File: src/rtl/drive_z_corr_loader.sv
// Write-side loader for the drive Z-correction tables: header + TOTAL_QUBIT beats -> one row write.
// Optional bank-clear sweep (cfg_clear input, CLEAR state) enabled by Z_CORR_LOADER_CLEAR_EN.
module drive_z_corr_loader #(
    parameter int unsigned NUM_BANK                  = 2,
    parameter int unsigned NUM_QUBIT_PER_BANK        = 16,
    parameter int unsigned QUBIT_ADDR_WIDTH_PER_BANK = 4,
    parameter int unsigned Z_CORR_WIDTH              = 12,
    parameter int unsigned BANK_SEL_WIDTH            = 1,
    localparam int unsigned TOTAL_QUBIT = NUM_BANK * NUM_QUBIT_PER_BANK,
    localparam int unsigned DATA_WIDTH  = Z_CORR_WIDTH * TOTAL_QUBIT,
    localparam int unsigned ADDR_WIDTH  = QUBIT_ADDR_WIDTH_PER_BANK
) (
    input  logic                      clk,
    input  logic                      rst,
    input  logic                      cfg_valid,
    output logic                      cfg_ready,
    input  logic [BANK_SEL_WIDTH-1:0] cfg_bank,
    input  logic [ADDR_WIDTH-1:0]     cfg_addr,
`ifdef Z_CORR_LOADER_CLEAR_EN
    input  logic                      cfg_clear,
`endif
    input  logic                      coef_valid,
    output logic                      coef_ready,
    input  logic [Z_CORR_WIDTH-1:0]   coef_data,
    input  logic [NUM_BANK-1:0]       bank_busy,
    output logic [NUM_BANK-1:0]       z_corr_memory_wr_sel,
    output logic                      z_corr_memory_wr_en,
    output logic [ADDR_WIDTH-1:0]     z_corr_memory_wr_addr,
    output logic [DATA_WIDTH-1:0]     z_corr_memory_wr_data,
    output logic                      busy,
    output logic                      done,
    output logic                      err
);
    localparam int unsigned BEAT_W = (TOTAL_QUBIT > 1) ? $clog2(TOTAL_QUBIT) : 1;
    localparam logic [BEAT_W-1:0]   LAST_BEAT = BEAT_W'(TOTAL_QUBIT - 1);
    localparam logic [NUM_BANK-1:0] BANK_ONE  = NUM_BANK'(1);

    localparam logic [1:0] StIdle     = 2'd0;
    localparam logic [1:0] StCollect  = 2'd1;
    localparam logic [1:0] StWaitBank = 2'd2;
`ifdef Z_CORR_LOADER_CLEAR_EN
    localparam logic [1:0] StClear    = 2'd3;
    localparam logic [ADDR_WIDTH-1:0] LAST_ENTRY = ADDR_WIDTH'(NUM_QUBIT_PER_BANK - 1);
`endif

    logic [1:0]                state_q, state_d;
    logic [BEAT_W-1:0]         beat_q, beat_d;
    logic [DATA_WIDTH-1:0]     row_q, row_d;
    logic [BANK_SEL_WIDTH-1:0] bank_q, bank_d;
    logic [ADDR_WIDTH-1:0]     addr_q, addr_d;
    logic                      err_q, err_d;
    logic                      hdr_fire, beat_fire, bank_bad, bank_free, wr_en;
    logic [NUM_BANK-1:0]       bank_oh;

    assign cfg_ready  = (state_q == StIdle);
    assign coef_ready = (state_q == StCollect);
    assign hdr_fire   = cfg_valid & cfg_ready;
    assign beat_fire  = coef_valid & coef_ready;
    assign bank_bad   = 32'(cfg_bank) >= NUM_BANK;
    assign bank_oh    = BANK_ONE << bank_q;
    // Only the latched bank's read launch gates the write; other banks are ignored.
    assign bank_free  = ~|(bank_oh & bank_busy);

    always_comb begin
        wr_en = 1'b0;
        done  = 1'b0;
        if (state_q == StWaitBank) begin
            wr_en = bank_free;
            done  = bank_free;
        end
`ifdef Z_CORR_LOADER_CLEAR_EN
        if (state_q == StClear) begin
            wr_en = bank_free;
            done  = bank_free & (addr_q == LAST_ENTRY);
        end
`endif
    end

    always_comb begin
        state_d = state_q;
        beat_d  = beat_q;
        row_d   = row_q;
        bank_d  = bank_q;
        addr_d  = addr_q;
        err_d   = 1'b0;
        case (state_q)
            StIdle: begin
                if (hdr_fire) begin
                    bank_d = cfg_bank;
                    addr_d = cfg_addr;
                    row_d  = '0;
                    beat_d = '0;
                    if (bank_bad) begin
                        err_d = 1'b1;
                    end
`ifdef Z_CORR_LOADER_CLEAR_EN
                    else if (cfg_clear) begin
                        // Sweep reuses the cleared row buffer and the address register.
                        addr_d  = '0;
                        state_d = StClear;
                    end
`endif
                    else begin
                        state_d = StCollect;
                    end
                end
            end
            StCollect: begin
                if (beat_fire) begin
                    row_d[beat_q*Z_CORR_WIDTH +: Z_CORR_WIDTH] = coef_data;
                    if (beat_q == LAST_BEAT) begin
                        beat_d  = '0;
                        state_d = StWaitBank;
                    end else begin
                        beat_d = beat_q + 1'b1;
                    end
                end
            end
            StWaitBank: begin
                if (wr_en) begin
                    state_d = StIdle;
                end
            end
`ifdef Z_CORR_LOADER_CLEAR_EN
            StClear: begin
                if (wr_en) begin
                    if (addr_q == LAST_ENTRY) begin
                        state_d = StIdle;
                    end else begin
                        addr_d = addr_q + 1'b1;
                    end
                end
            end
`endif
            default: state_d = StIdle;
        endcase
    end

    always_ff @(posedge clk or posedge rst) begin
        if (rst) begin
            state_q <= StIdle;
            beat_q  <= '0;
            row_q   <= '0;
            bank_q  <= '0;
            addr_q  <= '0;
            err_q   <= 1'b0;
        end else begin
            state_q <= state_d;
            beat_q  <= beat_d;
            row_q   <= row_d;
            bank_q  <= bank_d;
            addr_q  <= addr_d;
            err_q   <= err_d;
        end
    end

    assign z_corr_memory_wr_en   = wr_en;
    assign z_corr_memory_wr_sel  = wr_en ? bank_oh : '0;
    assign z_corr_memory_wr_addr = addr_q;
    assign z_corr_memory_wr_data = row_q;
    assign busy                  = (state_q != StIdle);
    assign err                   = err_q;

endmodule

File: config.mk
export PLATFORM = sky130hd
export DESIGN_NAME = drive_z_corr_loader
export DESIGN_NICKNAME = d
export VERILOG_FILES = /design/src/rtl/drive_z_corr_loader.sv
export SDC_FILE = /design/constraint.sdc
export NUM_CORES = 1
export LEC_CHECK = 0
export ABC_CLOCK_PERIOD_IN_PS = 18200
export BUFFER_PORTS_ARGS = -buffer_cell sky130_fd_sc_hd__buf_2
export CORE_MARGIN = 5
export CORE_UTILIZATION = 40
export CTS_BUF_LIST = sky130_fd_sc_hd__clkbuf_4 sky130_fd_sc_hd__clkbuf_8 sky130_fd_sc_hd__clkbuf_16
export DETAILED_ROUTE_END_ITERATION = 6
export GPL_TIMING_DRIVEN = 0
export MAX_ROUTING_LAYER = met4
export SETUP_SLACK_MARGIN = 0.5
export SYNTH_ARGS = -nofsm -noshare
export SYNTH_HDL_FRONTEND = slang
export SYNTH_SLANG_ARGS = --single-unit
File: constraint.sdc
create_clock -name clk -period 18.2 [get_ports clk]
set_clock_uncertainty 0.1 [all_clocks]
set_input_delay 2.73 -clock clk [delete_from_list [all_inputs] [get_ports clk]]
set_output_delay 2.73 -clock clk [all_outputs]
set_load 0.05 [all_outputs]
# Word-level counts from Yosys, hierarchy flattened
# Cells that the tools add are included.
[classes]
n_addsub = 2
mul = 1
eq_ne = 7
n_shift = 3
n_mux = 15
bitwise = 3
reduce_logical = 8
[ops]
columns = ["op", "count"]
rows = [
  ["384-bit two-way mux", 2],
  ["384-bit case mux with 2 select lines", 1],
  ["384-bit bitwise mux", 1],
  ["12-bit by 34-bit variable shift with 384-bit output, first input constant", 1],
  ["12-bit by 34-bit indexed part select with 384-bit output", 1],
  ["9-bit negation with 34-bit output", 1],
  ["5-bit two-way mux", 3],
  ["2-bit two-way mux", 5],
  ["5-bit case mux with 2 select lines", 1],
  ["5-bit by 2-bit multiplier with 7-bit output, second input constant", 1],
  ["2-bit by 1-bit inequality test with 1-bit output, second input constant", 3],
  ["2-bit case mux with 3 select lines", 1],
  ["5-bit by 1-bit adder with 5-bit output, second input constant", 1],
  ["5-bit equality test, second input constant", 1],
  ["4-bit AND reduction", 1],
  ["2-bit nonzero test", 2],
  ["3-bit AND reduction", 1],
  ["1-bit AND", 2],
  ["2-bit AND", 1],
  ["2-bit by 1-bit equality test with 1-bit output, second input constant", 1],
  ["2-bit equality test, second input constant", 1],
  ["2-bit zero test", 1],
  ["2-bit inequality test, second input constant", 1],
  ["2-bit AND reduction", 1],
  ["other kinds (4)", 4],
]
[word_totals]
register_bits = 396
input_bits = 23
out_inout_bits = 396

# Longest topological paths before layout
[logic_depth]
ltp_word = 7
ltp_mapped = 16
depth_no_buf = 14

# Worst setup path before layout
# OpenSTA, ideal clock, no wires.
[synth_path]
path_type = "input to output"
from = "input bank_busy[0]"
to = "output z_corr_memory_wr_en"
arrival_time_ns = 4.187
required_time_ns = 15.370
setup_slack_ns = 11.183
cell_stages = 3
n_path_buf = 1
cell_sequence = "or2_2 a21oi_1 buf_4"
[synth_via]
elab_chain_cells = 4
[synth_rtl]
columns = ["element", "line", "rtl"]
rows = [
  ["start, declared", "25", "input logic [NUM_BANK-1:0] bank_busy,"],
  ["2-bit AND", "62", "assign bank_free = ~|(bank_oh & bank_busy);"],
  ["2-bit OR reduction", "62", ""],
  ["1-bit zero test", "62", ""],
  ["1-bit two-way mux", "--", ""],
  ["end, declared", "27", "output logic z_corr_memory_wr_en,"],
]
# No other way between the ends.

# Worst setup path after layout
[layout_path]
from = "register beat_q[0]"
to = "register row_q[265], in the netlist z_corr_memory_wr_data[265]"
[layout_via]
elab_chain_cells = 6
elab_cells_between_ends = 7
[layout_rtl]
columns = ["element", "line", "rtl"]
rows = [
  ["start, declared", "47", "logic [BEAT_W-1:0] beat_q, beat_d;"],
  ["start signal, assigned", "149", "beat_q <= beat_d;"],
  ["5-bit by 2-bit multiplier with 7-bit output *", "110", "row_d[beat_q*Z_CORR_WIDTH +: Z_CORR_WIDTH] = coef_data;"],
  ["9-bit negation with 34-bit output *", "110", ""],
  ["12-bit by 34-bit indexed part select with 384-bit output or 12-bit by 34-bit variable shift with 384-bit output (tied branches)", "110", ""],
  ["384-bit bitwise mux *", "110", ""],
  ["384-bit two-way mux *", "109", "if (beat_fire) begin"],
  ["384-bit case mux with 2 select lines *", "86", "case (state_q)"],
  ["end signal, assigned", "150", "row_q <= row_d;"],
  ["end, declared", "48", "logic [DATA_WIDTH-1:0] row_q, row_d;"],
]
# Mark *: on every way between the ends. The rest lies on a longest branch, timed or not. The select of a mux whose other input is x is not followed.
# A chain may end at the register's enable or synchronous reset.

==> results.txt <==
----------------------------------------------------
[Worst setup path]
  Maximum fanout along the worst path ... 10
  Chain of cells forming the critical path ... ha_1, fa_1, xor2_1, nor2_1, nand2_1, clkbuf_1, nor3_1, ha_1, inv_1, o21ai_1, nor3_1, nand2_1, o21ai_1, mux2i_1
  Worst path max stage delay ... 1100 ps
  CP max stage cell ... sky130_fd_sc_hd__nor3_1
  Arrival time at the worst endpoint ... 7140 ps
  Worst Setup Path Type ... reg2reg
  Setup crit start kind ... flip-flop
  Required @ worst endpoint ... 18600 ps
  Critical Path End Type ... flip-flop

[Route]
  Number of detailed-routing iterations run before antenna repair ... 6
  Routed length per placed instance ... 28.5 um
  DR vias ... 18006
  Final wirelength ... 84900 um
  Vias/cell ... 6.03
  Initial drt markers ... 1757
  Remaining antenna violation count ... 0
  DRC errors left ... 0

[CTS]
  Worst-Skew Late Latency ... 580 ps
  Clk Tree Root Cell ... sky130_fd_sc_hd__clkbuf_16
  Clock-pin slew reported for the worst setup and hold paths after clock tree synthesis ... 60 ps
  Clock tree from TritonCTS ... done
  Buffers inserted during post-CTS setup optimization ... 0
  CTS Buf Count ... 44
  Total clock sinks ... 396
  Post-cts sizing count ... 0
  Longest Clk Path Bufs ... 3
  CTS Hold Bufs ... 0
  Number of H-tree branching levels ... 2

[STA]
  Final number of setup-violating endpoints ... 0
  Worst-Margin Slew ... 1480 ps
  Setup repair after global routing missed its margin ... no
  TNS Setup ... 0 ps
  Final critical-path setup slack ... 11460 ps
  Max Clock Freq ... 148 MHz
  Post-layout minimum cycle time ... 6740 ps
  Crit share post-route ... 37.0%
  Max-slew headroom at the worst pin ... 0.711%
  Number of max-slew violations in the final report ... 0
  Hold violation count in the final report ... 0

[GRT]
  Initial antenna violation count ... 4
  Largest net degree at the start of global routing ... 123
  Vias in the first global route ... 17814
  Global route overflow ... 0
  Global router's overall resource usage ... 33.8%
  Wire length of the first global-routing pass ... 123000 um

[Logic synthesis]
  Share of synthesized area occupied by flip-flops and latches ... 54.0%
  Share of cell area taken by muxes after synthesis ... 5.73%
  Dominant combinational cell family by area after synthesis ... simple AND/OR/NAND/NOR gates
  Number of enable-type register cells in the synthesized netlist ... 0
  Number of instances in the synthesized netlist ... 1885
  Adder and majority cell fraction of the synthesized area ... 0.723%
  Synthesized area divided by synthesized cell count ... 9.74 um2
  Mapped cell area ... 18400 um2
  Synthesized-area fraction occupied by ao, oa, aoi and oai cells ... 17.8%
  Number of warning messages in the yosys log ... 0
  Flip-flop cell with the highest count after synthesis ... sky130_fd_sc_hd__dfrtp_1
  Xor/xnor cell area share of the yosys netlist ... 0.239%
  Syn nets ... 1918
  Synth unique cells ... 72
  Synth async-reset ratio ... 100%
  Area share of and/or/nand/nor cells after synthesis ... 18.7%
  Number of storage elements in the synthesis netlist ... 396

[Place]
  RD Place Congestion ... 1.04
  Post-placement worst setup slack ... 11200 ps
  Final HPWL DP ... 64700 um
  Number of I/O port buffers ... 412

[Job]
  Number of maximum-capacitance constraint violations ... 1

[Outcome]
  Violated checks ... capacitance limit
  Run status ... complete, but fails checks

[Floorplan]
  Number of rows created at floorplan ... 78
  IO Pins ... 419
  Y dimension of the die ... 224 um
  Initial core utilization ... 40.4%
  Die ar. ... 50300 um2
  Core Footprint ... 45400 um2
  Die width ... 224 um

[Final layout]
  Share of cells above drive strength 1 ... 22.1%
  Core occupancy in the finished layout ... 50.3%
  Number of nets at the end of the flow ... 2380
  Layout area overhead ... 24.4%

[Worst hold path]
  Min-Delay Path Class ... reg2reg

----------------------------------------------------
[sequential cells by signal, summed over array words and instances (netlist names)]
name,count
z_corr_memory_wr_data,384
beat_q,5
z_corr_memory_wr_addr,4
state_q,2
bank_q,1
[area by class of cell]
class,count,area [um2]
antenna,3,7.51
buffer,122,474
clock buffer,65,1340
clock inverter,15,193
fill,4360,22500
inverter,11,48.8
multi-input combinational,1356,7970
sequential,396,9910
tap,600,751
timing repair buffer,416,2150
[stage by stage]
stage	hold slack (ps)	cell area [um2]	cells
2_1_floorplan	361	18400	1885
3_3_place_gp	359	21200	2897
3_5_place_dp	362	21300	2900
4_1_cts	377	22800	2980
5_1_grt	403	22800	2984
6_report	377	22800	2984
[worst max-delay path, delay by kind of cell, from the launching register on]
family | cells | cell delay [ps]
flip-flops | 1 | 480
XOR/XNOR | 1 | 790
multiplexers | 1 | 250
AND/OR/NAND/NOR | 5 | 2250
AO/OA/AOI/OAI | 2 | 1050
adder cells (fa/ha/maj) | 3 | 1090
buffers and inverters | 2 | 640
[layer usage]
layer	track usage, %	vias to the layer above	wire length [um]
li1	-	7839	-
met1	45.3	9132	35700
met2	52.0	879	39200
met3	7.80	156	7430
met4	9.35	0	2610
met5	-	-	0
[logic make-up (layout without fill, tap and decap cells)]
logic type,Yosys count,after routing
buffers and inverters,133,629
XOR/XNOR,5,5
AND/OR/NAND/NOR,750,750
flip-flops,396,396
multiplexers,105,105
other,1,4
adder cells (fa/ha/maj),10,10
AO/OA/AOI/OAI,485,485
[path summary, 6_finish.rpt]
| path | start | endpoint | slack [ps] | depth (start not counted) |
|---|---|---|---|---|
| setup / recovery | beat_q[0] | z_corr_memory_wr_data[265] | 11460 | 14 |
| hold / removal | z_corr_memory_wr_addr[0] | z_corr_memory_wr_addr[0] | 380 | 2 |
| setup reg to reg | beat_q[0] | z_corr_memory_wr_data[265] | 11460 | 14 |
| hold reg to reg | z_corr_memory_wr_addr[0] | z_corr_memory_wr_addr[0] | 380 | 2 |
| max in group asynchronous | rst | z_corr_memory_wr_data[155] | 14500 | 4 |
| min in group asynchronous | rst | z_corr_memory_wr_data[104] | 2050 | 2 |
[cell usage after synthesis, types with 17 or more instances]
| cell type | number | area [um2] |
|---|---|---|
| sky130_fd_sc_hd__nand4_1 | 17 | 106 |
| sky130_fd_sc_hd__dfrtp_1 | 396 | 9910 |
| sky130_fd_sc_hd__nand3_1 | 189 | 946 |
| sky130_fd_sc_hd__a32oi_1 | 17 | 149 |
| sky130_fd_sc_hd__nand2_1 | 300 | 1130 |
| sky130_fd_sc_hd__nor2_1 | 104 | 390 |
| sky130_fd_sc_hd__a32o_1 | 31 | 310 |
| sky130_fd_sc_hd__a21oi_1 | 56 | 280 |
| sky130_fd_sc_hd__o21ai_0 | 188 | 941 |
| sky130_fd_sc_hd__clkbuf_1 | 105 | 394 |
| sky130_fd_sc_hd__nor3_1 | 45 | 225 |
| sky130_fd_sc_hd__mux2i_1 | 105 | 1050 |
| sky130_fd_sc_hd__a211oi_1 | 24 | 180 |
| sky130_fd_sc_hd__a22o_1 | 25 | 219 |
[cell usage in the layout (no fill, tap or decap), types with 11 or more instances in the layout]
cell type / count
sky130_fd_sc_hd__dfrtp_1: 396
sky130_fd_sc_hd__clkbuf_16: 45
sky130_fd_sc_hd__o2bb2ai_1: 16
sky130_fd_sc_hd__mux2i_1: 105
sky130_fd_sc_hd__nand2_1: 300
sky130_fd_sc_hd__o21ai_0: 188
sky130_fd_sc_hd__clkbuf_1: 105
sky130_fd_sc_hd__a31oi_1: 12
sky130_fd_sc_hd__and3_1: 16
sky130_fd_sc_hd__nand3_1: 189
sky130_fd_sc_hd__nor2b_1: 11
sky130_fd_sc_hd__nor3_1: 45
sky130_fd_sc_hd__nor2_1: 104
sky130_fd_sc_hd__a22oi_1: 13
sky130_fd_sc_hd__a21oi_1: 56
sky130_fd_sc_hd__a22o_1: 25
sky130_fd_sc_hd__nand4_1: 17
sky130_fd_sc_hd__a211oi_1: 23
sky130_fd_sc_hd__o22ai_1: 15
sky130_fd_sc_hd__o31ai_1: 11
sky130_fd_sc_hd__and2_1: 14
sky130_fd_sc_hd__buf_2: 420
sky130_fd_sc_hd__a32oi_1: 17
sky130_fd_sc_hd__a32o_1: 31
sky130_fd_sc_hd__nor4_1: 11
Power is not shown: default switching activity piles up to over one toggle a cycle in this logic, so the estimate is an artifact.
